## src/rtl/arm_seq_pkg.sv

```systemverilog
// Shared definitions for the arm motion sequencer.
//   state_t     : sequencer FSM states
//   axis_lsb    : bit offset of an axis inside a packed position bus (axis 0 in LSBs)
//   packed_width: total width of a packed N-axis position bus
package arm_seq_pkg;

  typedef enum logic [2:0] {
    IDLE,
    FETCH,
    WAIT,
    MOVE,
    DWELL,
    LIVE
  } state_t;

  function automatic int unsigned axis_lsb(input int unsigned axis, input int unsigned axis_width);
    return axis * axis_width;
  endfunction

  function automatic int unsigned packed_width(input int unsigned num_axes, input int unsigned axis_width);
    return num_axes * axis_width;
  endfunction

endpackage

```

## src/rtl/arm_axis_slew.sv

```systemverilog
// Single-axis slew limiter.
//   pos      : current axis position (unsigned)
//   target   : desired axis position (unsigned)
//   tick     : apply one slew step this cycle
//   next_pos : pos moved toward target by min(|target-pos|, MAX_STEP) when tick, else pos
//   equal    : pos == target
module arm_axis_slew #(
  parameter int unsigned AXIS_WIDTH = 10,
  parameter int unsigned MAX_STEP   = 8
) (
  input  logic [AXIS_WIDTH-1:0] pos,
  input  logic [AXIS_WIDTH-1:0] target,
  input  logic                  tick,
  output logic [AXIS_WIDTH-1:0] next_pos,
  output logic                  equal
);

  localparam logic [AXIS_WIDTH-1:0] MAX_STEP_W = AXIS_WIDTH'(MAX_STEP);

  logic signed [AXIS_WIDTH:0] diff;
  logic [AXIS_WIDTH-1:0]      mag;
  logic [AXIS_WIDTH-1:0]      step;

  // The step is clamped to the remaining distance, so the result can
  // neither overshoot nor wrap past either end of the range.
  always_comb begin
    diff     = $signed({1'b0, target}) - $signed({1'b0, pos});
    mag      = diff[AXIS_WIDTH] ? AXIS_WIDTH'(-diff) : diff[AXIS_WIDTH-1:0];
    step     = (mag > MAX_STEP_W) ? MAX_STEP_W : mag;
    next_pos = pos;
    if (tick) begin
      next_pos = diff[AXIS_WIDTH] ? (pos - step) : (pos + step);
    end
  end

  assign equal = (pos == target);

endmodule

```

## src/rtl/arm_motion_sequencer.sv

```systemverilog
// N-axis slew-rate-limited motion sequencer.
// Walks a waypoint ROM (ROM mode) or follows a live target stream (live mode),
// moving every axis by at most MAX_STEP per slew tick.
// Ports:
//   clk, rst (async, active high)
//   start / stop       : single-cycle control pulses (stop has priority)
//   select_source      : 0 = ROM playback, 1 = live target
//   live_pos/live_valid: live target and its capture strobe
//   rom_addr/rom_data  : waypoint ROM port (data valid one cycle after address)
//   pos/pos_valid      : commanded position and one-cycle change strobe
//   busy, at_target, wp_index : status
// Build option: define ARM_SEQ_LOOP_EN to wrap playback from the last waypoint
// back to waypoint 0; otherwise playback ends in IDLE at the last waypoint.
module arm_motion_sequencer
  import arm_seq_pkg::*;
#(
  parameter int unsigned NUM_AXES      = 3,
  parameter int unsigned AXIS_WIDTH    = 10,
  parameter int unsigned ADDRESS_WIDTH = 4,
  parameter int unsigned NUM_WAYPOINTS = 16,
  parameter int unsigned STEP_DIV      = 50_000,
  parameter int unsigned MAX_STEP      = 8,
  parameter int unsigned DWELL_TICKS   = 100
) (
  input  logic                           clk,
  input  logic                           rst,
  input  logic                           start,
  input  logic                           stop,
  input  logic                           select_source,
  input  logic [NUM_AXES*AXIS_WIDTH-1:0] live_pos,
  input  logic                           live_valid,
  output logic [ADDRESS_WIDTH-1:0]       rom_addr,
  input  logic [NUM_AXES*AXIS_WIDTH-1:0] rom_data,
  output logic [NUM_AXES*AXIS_WIDTH-1:0] pos,
  output logic                           pos_valid,
  output logic                           busy,
  output logic                           at_target,
  output logic [ADDRESS_WIDTH-1:0]       wp_index
);

  localparam int unsigned PW    = packed_width(NUM_AXES, AXIS_WIDTH);
  localparam int unsigned PRE_W = (STEP_DIV > 1) ? $clog2(STEP_DIV) : 1;
  localparam int unsigned DW_W  = (DWELL_TICKS > 1) ? $clog2(DWELL_TICKS) : 1;
  localparam logic [PRE_W-1:0]         PRE_LAST = PRE_W'(STEP_DIV - 1);
  localparam logic [DW_W-1:0]          DW_LAST  = DW_W'((DWELL_TICKS == 0) ? 0 : DWELL_TICKS - 1);
  localparam logic [ADDRESS_WIDTH-1:0] WP_LAST  = ADDRESS_WIDTH'(NUM_WAYPOINTS - 1);
`ifdef ARM_SEQ_LOOP_EN
  localparam bit LOOP_EN = 1'b1;
`else
  localparam bit LOOP_EN = 1'b0;
`endif

  state_t             state, state_nx;
  logic [PW-1:0]      target;
  logic [PW-1:0]      slew_pos;
  logic [NUM_AXES-1:0] axis_eq;
  logic [PRE_W-1:0]   prescaler;
  logic [DW_W-1:0]    dwell_cnt;
  logic               tick;
  logic               move_tick;
  logic               dwell_done;

  assign tick       = (state inside {MOVE, DWELL, LIVE}) && (prescaler == PRE_LAST);
  assign move_tick  = tick && (state inside {MOVE, LIVE});
  assign dwell_done = (DWELL_TICKS == 0) ? 1'b1 : (tick && (dwell_cnt == DW_LAST));
  assign at_target  = &axis_eq;
  assign busy       = (state != IDLE);
  assign rom_addr   = wp_index;

  for (genvar i = 0; i < NUM_AXES; i++) begin : g_axis
    localparam int unsigned LSB = axis_lsb(i, AXIS_WIDTH);
    arm_axis_slew #(
      .AXIS_WIDTH (AXIS_WIDTH),
      .MAX_STEP   (MAX_STEP)
    ) u_slew (
      .pos      (pos[LSB +: AXIS_WIDTH]),
      .target   (target[LSB +: AXIS_WIDTH]),
      .tick     (move_tick),
      .next_pos (slew_pos[LSB +: AXIS_WIDTH]),
      .equal    (axis_eq[i])
    );
  end

  always_comb begin
    state_nx = state;
    if (stop) begin
      state_nx = IDLE;
    end else begin
      unique case (state)
        IDLE:  if (select_source) state_nx = LIVE;
               else if (start)    state_nx = FETCH;
        FETCH: state_nx = select_source ? LIVE : WAIT;
        WAIT:  state_nx = select_source ? LIVE : MOVE;
        MOVE:  if (select_source)  state_nx = LIVE;
               else if (at_target) state_nx = DWELL;
        DWELL: if (select_source) state_nx = LIVE;
               else if (dwell_done) begin
                 state_nx = (wp_index == WP_LAST && !LOOP_EN) ? IDLE : FETCH;
               end
        LIVE:  if (!select_source) state_nx = IDLE;
        default: state_nx = IDLE;
      endcase
    end
  end

  always_ff @(posedge clk or posedge rst) begin
    if (rst) state <= IDLE;
    else     state <= state_nx;
  end

  // Prescaler phase carries across MOVE->DWELL; it restarts only on entry
  // to MOVE or LIVE and idles at zero outside the slewing states.
  always_ff @(posedge clk or posedge rst) begin
    if (rst) begin
      prescaler <= '0;
    end else if (!(state_nx inside {MOVE, DWELL, LIVE}) ||
                 (state_nx != state && state_nx != DWELL)) begin
      prescaler <= '0;
    end else if (prescaler == PRE_LAST) begin
      prescaler <= '0;
    end else begin
      prescaler <= prescaler + 1'b1;
    end
  end

  always_ff @(posedge clk or posedge rst) begin
    if (rst)                 dwell_cnt <= '0;
    else if (state != DWELL) dwell_cnt <= '0;
    else if (tick)           dwell_cnt <= dwell_cnt + 1'b1;
  end

  always_ff @(posedge clk or posedge rst) begin
    if (rst) begin
      wp_index <= '0;
    end else if (state == IDLE && state_nx == FETCH) begin
      wp_index <= '0;
    end else if (state == DWELL && state_nx == FETCH) begin
      wp_index <= (wp_index == WP_LAST) ? '0 : wp_index + 1'b1;
    end
  end

  always_ff @(posedge clk or posedge rst) begin
    if (rst) begin
      target <= '0;
    end else if (stop) begin
      target <= pos;
    end else if (state == WAIT && state_nx == MOVE) begin
      target <= rom_data;
    end else if (state == LIVE && live_valid) begin
      target <= live_pos;
    end
  end

  always_ff @(posedge clk or posedge rst) begin
    if (rst) begin
      pos       <= '0;
      pos_valid <= 1'b0;
    end else begin
      pos_valid <= 1'b0;
      if (move_tick && !stop) begin
        pos       <= slew_pos;
        pos_valid <= (slew_pos != pos);
      end
    end
  end

endmodule
```

## config.mk

```make
export PLATFORM = sky130hd
export DESIGN_NAME = arm_motion_sequencer
export DESIGN_NICKNAME = d
export VERILOG_FILES = /design/src/rtl/arm_seq_pkg.sv /design/src/rtl/arm_axis_slew.sv /design/src/rtl/arm_motion_sequencer.sv
export SDC_FILE = /design/constraint.sdc
export NUM_CORES = 1
export LEC_CHECK = 0
export ABC_AREA = 1
export ABC_CLOCK_PERIOD_IN_PS = 5900
export CELL_PAD_IN_SITES_DETAIL_PLACEMENT = 0
export CELL_PAD_IN_SITES_GLOBAL_PLACEMENT = 1
export CORE_ASPECT_RATIO = 0.7
export CORE_MARGIN = 3
export CORE_UTILIZATION = 41
export DETAILED_ROUTE_END_ITERATION = 6
export MAX_ROUTING_LAYER = met4
export PLACE_DENSITY = 0.83
export SLEW_MARGIN = 30
export SYNTH_ARGS = -nofsm -noshare
export SYNTH_HDL_FRONTEND = slang
export SYNTH_SLANG_ARGS = --single-unit
```

## constraint.sdc

```tcl
create_clock -name clk -period 5.9 [get_ports clk]
set_clock_uncertainty 0.15 [all_clocks]
set_input_delay 1.18 -clock clk [delete_from_list [all_inputs] [get_ports clk]]
set_output_delay 1.18 -clock clk [all_outputs]
set_load 0.01 [all_outputs]
```

==> flow_metrics.env, run 1 <==
export IMPL_viasPerCell=5.15
export IMPL_worst_r2r_path_depth=37
export IMPL_ios=107
export IMPL_max_freq_mhz=184
export IMPL_dieArea_um2=24600
export IMPL_antenna_found_initial=1
export IMPL_drt_iter0_drc=868
export IMPL_hold_viol=0
export IMPL_yosys_area_top_type="dfrtp_1"
export IMPL_final_util=0.509
export IMPL_detail_route_antenna_nets=0
export IMPL_wl_per_cell_um=16.2
export IMPL_dr_pass1_iters=5
export IMPL_worstPathRequired_ns=5.97
export IMPL_whs_path_depth=1
export IMPL_slew_headroom=0.508
export IMPL_whs_ns=0.310
export IMPL_coreArea_um2=22000
export IMPL_crit_type="reg -> reg"
export IMPL_vias=9629
export IMPL_p_per_area_nw_per_um2=236
export IMPL_p_leak_nw=5.63
export IMPL_drive_above_1_share=0.0896
export IMPL_use_met2=0.345
export IMPL_grt_max_degree=62
export IMPL_syn_nets=1583
export IMPL_synth_top_area_frac=0.245
export IMPL_start_util=0.423
export IMPL_min_period_ns=5.45
export IMPL_ir_drop_uv=138
export IMPL_crit_start="pos[10]$_DFFE_PP0P_"
export IMPL_yosys_warnings=0
export IMPL_synth_area_top_cells="dfrtp_1 24%, nand2_1 16%, inv_1 9.5%"
export IMPL_max_cap_viol_count=0
export IMPL_gp_congestion=0.939
export IMPL_die_h_um=132
export IMPL_yosysSeqAreaShare=0.245
export IMPL_grt_overflow_total=0
export IMPL_end_kind="flop"
export IMPL_h_tree_depth=3
export IMPL_synthArstFlopShare=1.00
export IMPL_synth_edf_count=0
export IMPL_clkTransAtPathRegs_ns=0.07
export IMPL_grt_busiest_layer="met1"
export IMPL_netlist_area_um2=9310
export IMPL_n_fill_cell=2260
export IMPL_period_share=0.924
export IMPL_synth_seq_cells=91
export IMPL_synth_ff_type="dfrtp_1"
export IMPL_port_buffers=106
export IMPL_met1_usage=0.387
export IMPL_whs_endpoint="prescaler[0]$_DFF_PP0_"
export IMPL_hp_class="reg -> reg"
export IMPL_syn_instance_count=1445
export IMPL_tightest_slew_ns=0.739
export IMPL_drt_total_wl_um=30300
export IMPL_synth_area_per_cell_um2=6.44
export IMPL_grt_pass1_vias=8660
export IMPL_cts_tree="built"
export IMPL_grt_use_total=0.253
export IMPL_cts_buffers=9
export IMPL_final_max_slew_viol_count=0
export IMPL_insertion_delay_ns=0.36
export IMPL_path_delay_family="simple AND/OR/NAND/NOR gates"
export IMPL_hold_buffers=0
export IMPL_status="finished clean"
export IMPL_die_w_um=186
export IMPL_max_stage_delay_ns=0.57
export IMPL_use_met3=0.0568
export IMPL_area_growth_syn_to_layout_pct=20.3
export IMPL_cts_sinks=91
export IMPL_dp_hpwl_um=24300
export IMPL_path_depth=37
export IMPL_cp_arrival_ns=5.52
export IMPL_reg2reg_to="pos_valid$_DFF_PP0_"
export IMPL_clk_path_buf_depth=2
export IMPL_root_buffer="clkbuf_16"
export IMPL_crit_fanout=6
export IMPL_r2r_start="pos[10]$_DFFE_PP0P_"
export IMPL_regToRegSetupSlack_ns=0.45
export IMPL_worst_path_buf_inv=6
export IMPL_timing_critical_path_mode_cell="nor2_1"
export IMPL_cp_start_kind="flop"
export IMPL_grt_pass1_wl_um=47300
export IMPL_ys_types=55
export IMPL_num_rows=45
export IMPL_setup_violations=0
export IMPL_layout_nets=1695
export IMPL_drc=0
export IMPL_slowest_stage="fa_2"
export IMPL_hold_start="prescaler[0]$_DFF_PP0_"
-- area by class of cell --
class | count | area, µm² | area share
multi-input combinational | 1078 | 6050 | 0.540
sequential | 91 | 2290 | 0.204
timing repair buffer | 136 | 1290 | 0.115
inverter | 241 | 908 | 0.0811
tap | 305 | 382 | 0.0341
clock buffer | 10 | 229 | 0.0204
clock inverter | 6 | 57.6 | 0.00514
antenna | 1 | 2.50 | 0.000223
-- power breakdown --
part	internal (mW)	switching, mW
registers	0.664	0.0369
clock network	0.295	0.283
logic	0.495	0.869
-- Yosys cell counts, types with 3 or more instances --
cell,n
o21ai_1,8
a31oi_1,4
nand3b_1,10
buf_2,10
o31ai_1,9
and3_1,5
fa_1,6
nand4_1,21
ha_1,66
inv_2,3
nor2_1,131
a21oi_2,3
or2_2,6
nor2_2,6
o22ai_1,4
buf_4,6
buf_6,5
dfrtp_1,91
nand2_2,16
o211ai_1,24
xor2_1,26
a22oi_1,4
nand2_1,389
nor3_1,13
nand2_4,4
nand3_2,5
o21ai_0,81
o21bai_1,5
a21oi_1,85
nor4_1,5
inv_1,236
a211oi_1,5
xnor2_1,17
clkbuf_1,14
nand3_1,94
nor2_4,4
-- layout by cell type (no fill, tap or decap), types with 21 or more instances in the layout --
master,count
a21oi_1,79
buf_4,29
clkdlybuf4s50_1,106
dfrtp_1,84
ha_1,60
inv_1,233
nand2_1,386
nand3_1,93
nand4_1,21
nor2_1,129
o211ai_1,24
o21ai_0,77
xor2_1,25
-- cells by family after synthesis --
group | after synthesis | synth area share
AOI/OAI and AO/OA | 240 | 0.149
buffers and inverters | 277 | 0.120
adders and majority gates | 72 | 0.102
and+or+nand+nor | 721 | 0.344
xor gates and xnor gates | 44 | 0.0422
DFF | 91 | 0.245
-- routing by layer --
layer | wire length (µm) | part of all wire
met1 | 15500 | 0.51
met2 | 12300 | 0.40
met3 | 2330 | 0.077
met4 | 255 | 0.0084
met5 | 0 | 0
-- registers in the layout (all words and copies together), names as in the netlist --
register	count
pos	30
target	30
prescaler	16
dwell_cnt	7
rom_addr	4
state	3
pos_valid	1
-- how the worst max path moves through the flow --
stage / endpoint / slack (ns)
floorplan: pos_valid$_DFF_PP0_ / 0.96
global placement: pos_valid$_DFF_PP0_ / 0.08
detailed placement: pos_valid$_DFF_PP0_ / 0.08
CTS: pos_valid$_DFF_PP0_ / 0.02
global route: pos_valid$_DFF_PP0_ / -0.04
finish: pos_valid$_DFF_PP0_ / 0.45
-- timing repair --
action	in CTS	in global routing
resized for setup	0	41
buffers inserted	0	7
endpoints found under the setup margin	0	3
hold endpoints to repair	0	0
-- worst register-to-register path, delay by kind of cell (launching register included) --
kind / cells / cell delay, ns
flops: 1 / 0.45
buf+inv: 6 / 0.46
compound gates: 2 / 0.30
xor+xnor: 2 / 0.32
fa+ha+maj: 5 / 1.55
simple gates: 22 / 2.08
-- stage by stage --
step | total power, mW | std cells | setup TNS [ns] | setup WS (ns) | cell area [µm²]
after floorplan | 1.65 | 1445 | 0 | 0.961 | 9310
after global routing | 2.85 | 1868 | -0.0376 | -0.0376 | 11200
after detailed placement | 2.01 | 1843 | 0 | 0.0844 | 10700
after CTS | 2.59 | 1859 | 0 | 0.0208 | 11000
final | 2.64 | 1868 | 0 | 0.451 | 11200
after global placement | 2.00 | 1843 | 0 | 0.0837 | 10700
No activity file was read; power rests on OpenSTA's default activity.
==> run 2: changes to the inputs <==
CORE_UTILIZATION = 42   (was 41)
CTS_BUF_LIST = sky130_fd_sc_hd__clkbuf_4 sky130_fd_sc_hd__clkbuf_8   (was default)
PLACE_DENSITY = 0.85   (was 0.83)
==> flow_metrics.env, run 2 (synthesized netlist as in run 1, its figures left out) <==
export IMPL_hold_buffers=0
export IMPL_slew_headroom=0.506
export IMPL_crit_fanout=6
export IMPL_viasPerCell=5.29
export IMPL_cts_buffers=9
export IMPL_port_buffers=106
export IMPL_placed_cell_area_um2=10700
export IMPL_ir_drop_uv=115
export IMPL_tightest_slew_ns=0.741
export IMPL_cp_start_kind="flop"
export IMPL_final_util=0.527
export IMPL_cp_arrival_ns=5.52
export IMPL_detail_route_antenna_nets=0
export IMPL_layout_commonest_cell="nand2_1"
export IMPL_total_power_mw=2.56
export IMPL_die_h_um=131
export IMPL_max_freq_mhz=185
export IMPL_status="finished clean"
export IMPL_max_cap_viol_count=0
export IMPL_layout_nets=1704
export IMPL_h_tree_depth=3
export IMPL_dr_pass1_iters=5
export IMPL_grt_pass1_vias=8720
export IMPL_cts_tree="built"
export IMPL_fin_cells=1849
export IMPL_p_per_area_nw_per_um2=229
export IMPL_clkTransAtPathRegs_ns=0.11
export IMPL_num_rows=44
export IMPL_max_stage_delay_ns=0.50
export IMPL_min_period_ns=5.40
export IMPL_drt_iter0_drc=781
export IMPL_final_max_slew_viol_count=0
export IMPL_antenna_found_initial=2
export IMPL_slowest_stage="fa_1"
export IMPL_grt_pass1_wl_um=47000
export IMPL_place_inst=1816
export IMPL_ios=107
export IMPL_timing_critical_path_mode_cell="nand2_1"
export IMPL_drc=0
export IMPL_drive_above_1_share=0.0987
export IMPL_grt_overflow_total=0
export IMPL_die_w_um=184
export IMPL_grt_max_degree=62
export IMPL_root_buffer="clkbuf_8"
export IMPL_grt_use_total=0.259
export IMPL_vias=9775
export IMPL_dp_hpwl_um=24400
export IMPL_end_kind="flop"
export IMPL_final_cell_mix="384 x nand2_1, 233 x inv_1, 127 x nor2_1"
export IMPL_regToRegSetupSlack_ns=0.50
export IMPL_coreArea_um2=21300
export IMPL_start_util=0.438
export IMPL_insertion_delay_ns=0.39
export IMPL_area_growth_syn_to_layout_pct=20.4
export IMPL_clk_path_buf_depth=2
export IMPL_dieArea_um2=24000
export IMPL_drt_total_wl_um=30800
export IMPL_reg_top3="pos x30, target x30, prescaler x16"
export IMPL_gp_congestion=1.00
export IMPL_crit_type="reg -> reg"
export IMPL_period_share=0.916
export IMPL_hold_viol=0
export IMPL_fin_area_um2=11200
export IMPL_p_leak_nw=5.65
export IMPL_hp_class="reg -> reg"
export IMPL_setup_tns_ns=0
export IMPL_wl_per_cell_um=16.7
export IMPL_worstPathRequired_ns=6.02
export IMPL_setup_violations=0
export IMPL_cts_sinks=91
## run 2: cell types whose count changed in the layout (fill, tap and decap cells not counted), sizes merged
cell / delta
buf: +7
a21boi: +1
inv: +2
clkinvlp: -1
diode: +1
a31oi: +1
clkbuf: -1
## run 2: cell type report
| type | count | area, µm² |
|---|---|---|
| Antenna cell | 2 | 5.00 |
| Clock buffer | 9 | 124 |
| Clock inverter | 7 | 75.1 |
| Fill cell | 2155 | 10000 |
| Inverter | 241 | 908 |
| Multi-Input combinational cell | 1080 | 6130 |
| Sequential cell | 91 | 2280 |
| Tap cell | 276 | 345 |
| Timing Repair Buffer | 143 | 1340 |
## run 2: worst paths after layout
path / cells after the start / end / start
max in group asynchronous: 3 / pos[24]$_DFFE_PP0P_ / rst
worst min register to register: 1 / prescaler[0]$_DFF_PP0_ / prescaler[0]$_DFF_PP0_
min in group asynchronous: 2 / target[29]$_DFFE_PP0P_ / rst
worst max-delay path: 32 / pos_valid$_DFF_PP0_ / pos[27]$_DFFE_PP0P_
worst max register to register: 32 / pos_valid$_DFF_PP0_ / pos[27]$_DFFE_PP0P_
worst min-delay path: 1 / prescaler[0]$_DFF_PP0_ / prescaler[0]$_DFF_PP0_
## run 2: metrics by stage
stage | setup WS [ns] | hold slack [ns]
CTS | 0.0411 | 0.316
detailed placement | 0.0891 | 0.291
global route | -0.0276 | 0.341
global placement | 0.0815 | 0.295
finish | 0.496 | 0.310
floorplan | 0.961 | 0.275
## run 2: timing repair
action	4_1_cts	5_1_grt
endpoints found under the setup margin	0	4
resized for setup	0	51
setup buffers	0	12
## run 2: critical path, delay by kind of cell, from the launching register on
| family | cells | cell delay, ns |
|---|---|---|
| fa+ha+maj | 3 | 1.18 |
| simple gates | 19 | 1.98 |
| compound gates | 6 | 1.11 |
| buf+inv | 3 | 0.30 |
| flops | 1 | 0.36 |
| xor+xnor | 1 | 0.16 |
## run 2: layer usage
layer / GRT usage / wire length, µm
met4: 0.0382 / 306
met1: 0.388 / 15600
met5: - / 0
met2: 0.357 / 12200
met3: 0.0634 / 2720
## run 2: power by group
group	internal [mW]	switching [mW]	leakage, nW
sequential	0.663	0.0359	1.12
clock	0.170	0.282	0.0990
combinational	0.515	0.897	4.43
==> variant, RTL diff (config.mk and constraints of run 1) <==
`DWELL_TICKS`: 100 -> 50.
--- a/src/rtl/arm_motion_sequencer.sv
+++ b/src/rtl/arm_motion_sequencer.sv
@@ -20,7 +20,7 @@
   parameter int unsigned NUM_WAYPOINTS = 16,
   parameter int unsigned STEP_DIV      = 50_000,
   parameter int unsigned MAX_STEP      = 8,
-  parameter int unsigned DWELL_TICKS   = 100
+  parameter int unsigned DWELL_TICKS   = 50
 ) (
   input  logic                           clk,
   input  logic                           rst,
Formal check against the unedited RTL: same outputs for any inputs over 10 cycles, from zero or initial values and one cycle with rst high; that may be too few to reach the edited logic, so the function may still have changed.
==> variant against run 1 <==
- via count increased by 0.33%
- wire length increased by 2.9%
- setup slack got worse by 0.046 ns
- utilization increased by 0.91 points
- maximum frequency decreased by 0.85%
- critical path depth decreased by 2
- sequential cell count decreased by 1
- total power decreased by 7.7%
- sequential power decreased by 3.4%
- area after synthesis increased by 0.77%
- synthesized cell count increased by 0.42%
- design area increased by 2.0%
- critical path type unchanged
- largest cell class unchanged
- largest power group unchanged
- highest routed layer unchanged
==> variant: results (changes against run 1) <==
| Metric | Value |
|---|---|
| Sequential element share of the synthesized area | `24.0% (-0.45 points)` |
| Inverters excl. clock | `234 (-2.9%)` |
| Clock sink total | `90 (-1.1%)` |
| Area of the multi-input gates | `6230 um2 (+2.9%)` |
| Post-place setup slack | `0.152 ns (+0.0681 ns)` |
| Largest net degree at the start of global routing | `73 (+18%)` |
| DIE AREA | `24,800 um2 (+0.73%)` |
| Share of cells above drive strength 1 | `13.0% (+4.0 points)` |
| FF+latch area | `2260 um2 (-1.0%)` |
| Post-Route WL | `31,200 um (+2.9%)` |
| Placed cell areas | `10,800 um2 (+0.96%)` |
| Critical Path AT | `5.58 ns (+0.06 ns)` |
| Post-synth top cells | `nand2_1 (420), inv_1 (212), nor2_1 (105), nand3_1 (98), dfrtp_1 (90)` |
| Routed len/inst | `16.6 um (+2.5%)` |
| Fillcell total | `2,237 (-1.0%)` |
| Pwr Density | `213 nW/um2 (-9.5%)` |
| Sequential share of cell area | `19.8% (-0.62 points)` |
| Vias in the first global route | `8,421 (-2.8%)` |
| Fin Hold WS | `0.323 ns (+0.0137 ns)` |
| Overall fraction of global-route tracks in use | `25.5% (+0.18 points)` |
| Worst r2r src | `pos[20]` |
| Mean post-synth cell area | `6.47 um2 (+0.35%)` |
| Final net count | `1,705 (+0.59%)` |
| Clock-cell share | `3.22% (+0.66 points)` |
| Ant. Diodes | `0 (-1)` |
| Gpl congestion | `0.952 (+1.4%)` |
| Post-Synthesis Net Count | `1,590 (+0.44%)` |
| R2R depth | `35 (-5.4%)` |
| Top cells by area, synth | `dfrtp_1 (24%), nand2_1 (17%), ha_1 (8.9%), inv_1 (8.5%), nand3_1 (5.2%)` |
| Router iterations before antenna repair | `7 (+2)` |
| # clk buffers | `11 (+1)` |
| Initial antenna violation count | `0 (-1)` |
| Multi-Input Combinational | `1,092 (+1.3%)` |
| Static leakage power | `5.56 nW (-1.3%)` |
| Outcome | `complete, no violations` |
| Synth unique cells | `53 (-3.6%)` |
| Slew margin rel. | `49.3% (-1.5 points)` |
| Clock Power Share | `30.3% (+8.4 points)` |
| Fraction of registers with async set/reset | `100% (unchanged)` |
| Bufs w/o clock | `139 (+2.2%)` |
| Data buffer area share | `11.4% (-0.066 points)` |
| Switching Fraction | `39.0% (-6.0 points)` |
variant: cell count changes after synthesis, moves of 5 or more:
| cell | delta |
|---|---|
| nor2_1 | -26 |
| nand2_1 | +31 |
| inv_2 | +19 |
| and3_1 | -5 |
| or2_2 | +13 |
| nor2_2 | +15 |
| inv_1 | -24 |
| xnor2_1 | -9 |
| o21ai_0 | -21 |
| a21oi_1 | -25 |
| xor2_1 | +6 |
| o22a_1 | +12 |
| a31oi_1 | +14 |
variant: worst max-delay path: cells and delay by family (launching register included):
family / cells / cell delay, ns
simple gates: 21 / 2.06
fa+ha+maj: 5 / 1.55
compound gates: 1 / 0.17
flops: 1 / 0.44
xor+xnor: 3 / 0.62
buf+inv: 5 / 0.33
variant: what timing repair did:
item                                    CTS  global route
resized for setup                         0            48
endpoints found under the setup margin    0             4
buffers inserted                          0             9
variant: how the worst max path moves through the flow:
| stage | startpoint | to | depth (start not counted) |
|---|---|---|---|
| after global routing | pos[7] | pos_valid | 40 |
| after floorplan | pos[0] | pos_valid | 35 |
| after global placement | pos[20] | pos_valid | 35 |
| after detailed placement | pos[20] | pos_valid | 36 |
| after CTS | pos[20] | pos_valid | 36 |
| final | pos[20] | pos_valid | 35 |
variant: cell families (layout without fill, tap and decap cells):
logic type / Yosys count / in the layout / share of synthesized area, %
AOI/OAI and AO/OA: 221 / 222 / 14.5
xor gates and xnor gates: 41 / 41 / 3.91
adders and majority gates: 73 / 73 / 10.2
buffers and inverters: 270 / 389 / 11.3
DFF: 90 / 90 / 24.0
and+or+nand+nor: 756 / 756 / 36.0
variant: layer usage:
layer	GRT usage, %	vias to the layer above	routed length (um)
li1	-	4913	-
met4	4.03	0	384
met1	40.8	4390	16800
met3	6.06	23	2460
met2	31.7	335	11600
met5	-	-	0
